[src/rtl/mem_arbiter.sv]
// Round-robin arbiter sharing one memory port between fetch and data.
// One transaction in flight; response returns MEM_LAT cycles after issue.
module mem_arbiter #(
    parameter int unsigned MEM_LAT = 1,
    parameter int unsigned AW      = 32
) (
    input  logic          clock,
    input  logic          reset,
    input  logic          if_req,
    input  logic [AW-1:0] if_addr,
    output logic          if_gnt,
    output logic          if_rvalid,
    output logic [31:0]   if_rdata,
    input  logic          d_req,
    input  logic          d_we,
    input  logic [1:0]    d_size,
    input  logic [AW-1:0] d_addr,
    input  logic [31:0]   d_wdata,
    output logic          d_gnt,
    output logic          d_rvalid,
    output logic [31:0]   d_rdata,
    output logic          mem_en,
    output logic          mem_we,
    output logic [1:0]    mem_size,
    output logic [AW-1:0] mem_addr,
    output logic [31:0]   mem_wdata,
    input  logic [31:0]   mem_rdata,
    output logic          busy
);

    typedef enum logic {IDLE, WAIT} state_t;

    localparam logic [2:0] LAT_M1 = 3'(MEM_LAT - 1);

    state_t      state_q, state_d;
    logic [2:0]  cnt_q, cnt_d;
    logic        last_q, last_d;
    logic        own_q, own_d;
    logic        we_q, we_d;
    logic [31:0] if_rdata_q, if_rdata_d;
    logic [31:0] d_rdata_q, d_rdata_d;
    logic        pick_d;

    // last_q/own_q: 1 = data port, 0 = fetch port
    always_comb begin
        state_d    = state_q;
        cnt_d      = cnt_q;
        last_d     = last_q;
        own_d      = own_q;
        we_d       = we_q;
        if_rdata_d = if_rdata_q;
        d_rdata_d  = d_rdata_q;
        if_gnt     = 1'b0;
        d_gnt      = 1'b0;
        if_rvalid  = 1'b0;
        d_rvalid   = 1'b0;
        mem_en     = 1'b0;
        mem_we     = 1'b0;
        mem_size   = 2'b00;
        mem_addr   = '0;
        mem_wdata  = '0;
        pick_d     = d_req & (~if_req | ~last_q);
        case (state_q)
            IDLE: begin
                if (!reset && (if_req || d_req)) begin
                    state_d = WAIT;
                    cnt_d   = LAT_M1;
                    last_d  = pick_d;
                    own_d   = pick_d;
                    we_d    = pick_d & d_we;
                    mem_en  = 1'b1;
                    if (pick_d) begin
                        d_gnt     = 1'b1;
                        mem_we    = d_we;
                        mem_size  = d_size;
                        mem_addr  = d_addr;
                        mem_wdata = d_wdata;
                    end else begin
                        if_gnt   = 1'b1;
                        mem_size = 2'b10;
                        mem_addr = if_addr;
                    end
                end
            end
            WAIT: begin
                if (cnt_q == 3'd0) begin
                    state_d = IDLE;
                    // a reset in this cycle drops the response
                    if (!reset) begin
                        if (own_q) begin
                            d_rvalid  = 1'b1;
                            d_rdata_d = we_q ? 32'd0 : mem_rdata;
                        end else begin
                            if_rvalid  = 1'b1;
                            if_rdata_d = mem_rdata;
                        end
                    end
                end else begin
                    cnt_d = cnt_q - 3'd1;
                end
            end
            default: state_d = IDLE;
        endcase
    end

    assign if_rdata = if_rdata_d;
    assign d_rdata  = d_rdata_d;
    assign busy     = (state_q == WAIT);

    always_ff @(posedge clock) begin
        if (reset) begin
            state_q    <= IDLE;
            cnt_q      <= 3'd0;
            last_q     <= 1'b0;
            own_q      <= 1'b0;
            we_q       <= 1'b0;
            if_rdata_q <= 32'd0;
            d_rdata_q  <= 32'd0;
        end else begin
            state_q    <= state_d;
            cnt_q      <= cnt_d;
            last_q     <= last_d;
            own_q      <= own_d;
            we_q       <= we_d;
            if_rdata_q <= if_rdata_d;
            d_rdata_q  <= d_rdata_d;
        end
    end

endmodule

[config.mk]
export PLATFORM = sky130hd
export DESIGN_NAME = mem_arbiter
export DESIGN_NICKNAME = d
export VERILOG_FILES = /design/src/rtl/mem_arbiter.sv
export SDC_FILE = /design/constraint.sdc
export NUM_CORES = 1
export LEC_CHECK = 0
export CAP_MARGIN = 20
export CORE_MARGIN = 5
export CORE_UTILIZATION = 30
export CTS_CLUSTER_DIAMETER = 200
export DETAILED_ROUTE_END_ITERATION = 10
export PLACE_DENSITY = 0.88
export SLEW_MARGIN = 10
export SYNTH_ARGS = -nofsm -noshare
export SYNTH_HDL_FRONTEND = slang
export SYNTH_SLANG_ARGS = --single-unit
[constraint.sdc]
create_clock -name clock -period 1.7 [get_ports clock]
set_input_delay 0.34 -clock clock [delete_from_list [all_inputs] [get_ports clock]]
set_output_delay 0.34 -clock clock [all_outputs]
set_load 0.02 [all_outputs]
==> results.sh, run 1 <==
export IMPL_clock_latency_ns=0.34
export IMPL_fillerInstances=454
export IMPL_postRouteAntennaNets=0
export IMPL_leakage_uw=0.004461
export IMPL_rsz0062_at_grt="true"
export IMPL_tightest_slew_ns=0.9340
export IMPL_pwr_share_seq_pct=30.9
export IMPL_r2r_slack_ns=-0.40
export IMPL_grt_first_pass_wirelength_um=32520
export IMPL_vias=5489
export IMPL_drt_iter0_markers=310
export IMPL_area_growth_pct=190.5
export IMPL_r2r_end="if_rdata_q[22]"
export IMPL_drive_gt1_share_pct=66.13
export IMPL_avgViaCountPerCell=5.381
export IMPL_syn_inst=460
export IMPL_path_cells="inv_2 -> ha_4 -> ha_4 -> buf_4 -> nand4b_4 -> inv_4 -> buf_12 -> buf_8 -> buf_6 -> buf_6 -> nand3_4 -> nand2_4 -> buf_6"
export IMPL_yosys_warnings=0
export IMPL_switching_power_uw=1666
export IMPL_final_util_pct=88.34
export IMPL_r2r_start="cnt_q[1]"
export IMPL_synth_avg_cell_area_um2=7.483
export IMPL_layout_common_cells="buf_6, clkdlybuf4s50_1, nand2_2"
export IMPL_port_buffer_count=271
export IMPL_crit_path_end_kind="output pin"
export IMPL_p_total_uw=5482
export IMPL_finalWirelength_um=25730
export IMPL_worstHoldPathType="in -> reg"
export IMPL_nets=1009
export IMPL_htreeDepth=3
export IMPL_cts_buffers=9
export IMPL_path_max_fanout=4
export IMPL_ys_ff_latch=70
export IMPL_clk_pin_slew_ns=0.07
export IMPL_coreArea_um2=11320
export IMPL_power_frac_comb_pct=33.6
export IMPL_hpwlAfterDp_um=11970
export IMPL_drt_wirelength_per_cell_um=25.23
export IMPL_max_stage_delay_ns=0.34
export IMPL_dp_slack_ns=-0.9878
export IMPL_grt_start_max_net_pins=59
export IMPL_gp_congestion=0.9493
export IMPL_setup_viol=170
export IMPL_hold_depth=3
export IMPL_synth_nets=597
export IMPL_row_count=39
export IMPL_grt_usage_pct=31.42
export IMPL_die_h_um=117.1
export IMPL_first_pass_iters=4
export IMPL_min_period_over_period_pct=144.2
export IMPL_cap_violations=0
export IMPL_period_minus_slack_ns=2.452
export IMPL_grt_remaining_overflow=0
export IMPL_final_common_cell="buf_6"
export IMPL_critPathMostFrequentCell="buf_6"
export IMPL_p_sw_share_pct=30.39
export IMPL_cts_sinks=70
export IMPL_clock_power_share_pct=35.5
export IMPL_hold_end="busy"
export IMPL_clockRootBuffer="clkbuf_16"
export IMPL_netlist_area_um2=3442
export IMPL_ctsHoldBuffers=0
export IMPL_setup_slack_ns=-0.7518
export IMPL_final_max_slew_viol_count=0
export IMPL_min_from="reset"
export IMPL_fmax_ghz=0.4079
export IMPL_start_util_pct=30.40
export IMPL_cp_arrival_ns=2.11
export IMPL_r2r_cells=15
export IMPL_setup_tns_ns=-76.09
export IMPL_critical_path_top_delay_family="buffers and inverters"
export IMPL_worst_path_max_delay_cell="dfxtp_2"
export IMPL_ys_types=30
export IMPL_critPathBufInv=8
export IMPL_status="finished, violations left"
export IMPL_vdd_drop_max_v=0.0005697
export IMPL_hold_viol_final=0
export IMPL_violations="setup timing"
export IMPL_slew_headroom_pct=37.73
export IMPL_tritoncts="done"
export IMPL_required_ns=1.36
export IMPL_num_antenna_cells=0
export IMPL_drc=0
export IMPL_antenna_found_initial=0
export IMPL_cts_buffer_depth=2
export IMPL_powerDensity_nw_per_um2=548.2
export IMPL_synth_seq_area_share_pct=40.71
export IMPL_grt_pass1_vias=5642
export IMPL_skew_ns=0.01608
export IMPL_die_w_um=117.1
export IMPL_dieArea_um2=13720
export IMPL_io_pins=272
export IMPL_cp_start_kind="flip-flop"
export IMPL_crit_type="reg -> out"
export IMPL_p_int_uw=3816
## cell type report
cell class                 count  area, µm²  share of cell area [%]
timing repair buffer         436       4974                   49.73
multi-input combinational    347       3093                   30.93
sequential                    70       1411                   14.11
clock buffer                   9      225.2                   2.252
tap                          143      178.9                   1.789
clock inverter                 7      73.82                  0.7381
inverter                       8      45.04                  0.4504
## tightest hold or removal path: stages
cell	delay [ns]
buf_2	0.15
buf_4	0.14
a21oi_1	0.04
## through the flow
stage               cell area, µm²  cells  hold slack (ns)
global placement              6850    904           0.4472
global route                 10000   1020           0.3870
floorplan                     3571    460           0.4399
finish                       10000   1020           0.3756
CTS                           9264   1012           0.3539
detailed placement            6850    904           0.4544
## worst max path at each step
stage	startpoint	endpoint	slack (ns)	cells after the start
floorplan	cnt_q[0]	if_rdata[17]	-0.02	9
global placement	d_req	mem_wdata[28]	-0.94	6
detailed placement	d_req	mem_addr[21]	-0.99	6
CTS	own_q	mem_addr[4]	-0.82	13
global route	cnt_q[1]	if_rdata[23]	-0.80	13
finish	cnt_q[1]	d_rdata[29]	-0.75	13
## metal layers
metal | up-vias | global-route usage, % | share of wire [%]
met1 | 2717 | 36.98 | 36
met3 | 83 | 8.997 | 9.0
met5 | - | 0 | 0
met4 | 0 | 11.01 | 3.5
met2 | 307 | 54.61 | 52
li1 | 2382 | - | -
## sequential cells by signal, summed over array words and instances, names as in the netlist
signal,cells
own_q,1
cnt_q,3
busy,1
we_q,1
d_rdata_q,32
if_rdata_q,32
## logic make-up after synthesis
| family | synth area share [%] |
|---|---|
| and+or+nand+nor | 31.23 |
| AOI/OAI and AO/OA | 19.77 |
| DFF | 40.71 |
| buffers and inverters | 7.561 |
| adders and majority gates | 0.7269 |
## cell usage after synthesis
library cell	count	area share [%]
a41o_1	2	0.58
nor3_1	2	0.29
o31ai_1	1	0.22
nor3_4	1	0.47
buf_1	1	0.11
a21bo_2	1	0.29
inv_2	1	0.11
clkbuf_1	9	0.98
buf_4	4	0.87
inv_1	6	0.65
o2111ai_1	1	0.25
a22o_1	32	8.1
nand4b_4	1	0.69
dfxtp_1	70	41
nor2_1	5	0.55
nand2_1	160	17
a311oi_1	1	0.25
buf_6	9	2.9
a21oi_1	66	9.6
and2_1	34	6.2
a32o_1	1	0.29
clkinv_2	1	0.15
nand3_1	31	4.5
nand2b_1	2	0.36
nand4bb_1	1	0.33
o21ai_0	1	0.15
and3_1	1	0.18
nand3b_1	1	0.22
ha_1	2	0.73
buf_2	12	1.7
## power groups by stage
stage / Combinational, µW / Clock, µW / Sequential, µW
after floorplan: 462 / 0 / 1720
after global placement: 1190 / 0 / 1720
after detailed placement: 1200 / 0 / 1720
after CTS: 1690 / 1910 / 1690
after global routing: 1900 / 2010 / 1690
final: 1840 / 1950 / 1690
## timing repair
item	4_1_cts	5_1_grt
endpoints found under the hold margin	0	0
pin swaps	79	89
endpoints found under the setup margin	142	186
resized for setup	1056	206
gates cloned	16	2
buffers inserted	78	37
(Power assumes the default switching activity.)
==> run 2, diff against run 1 <==
- CAP_MARGIN: 20 -> 10
==> results of run 2 <==
The final DEF is identical to that of run 1; final timing and power are the same.
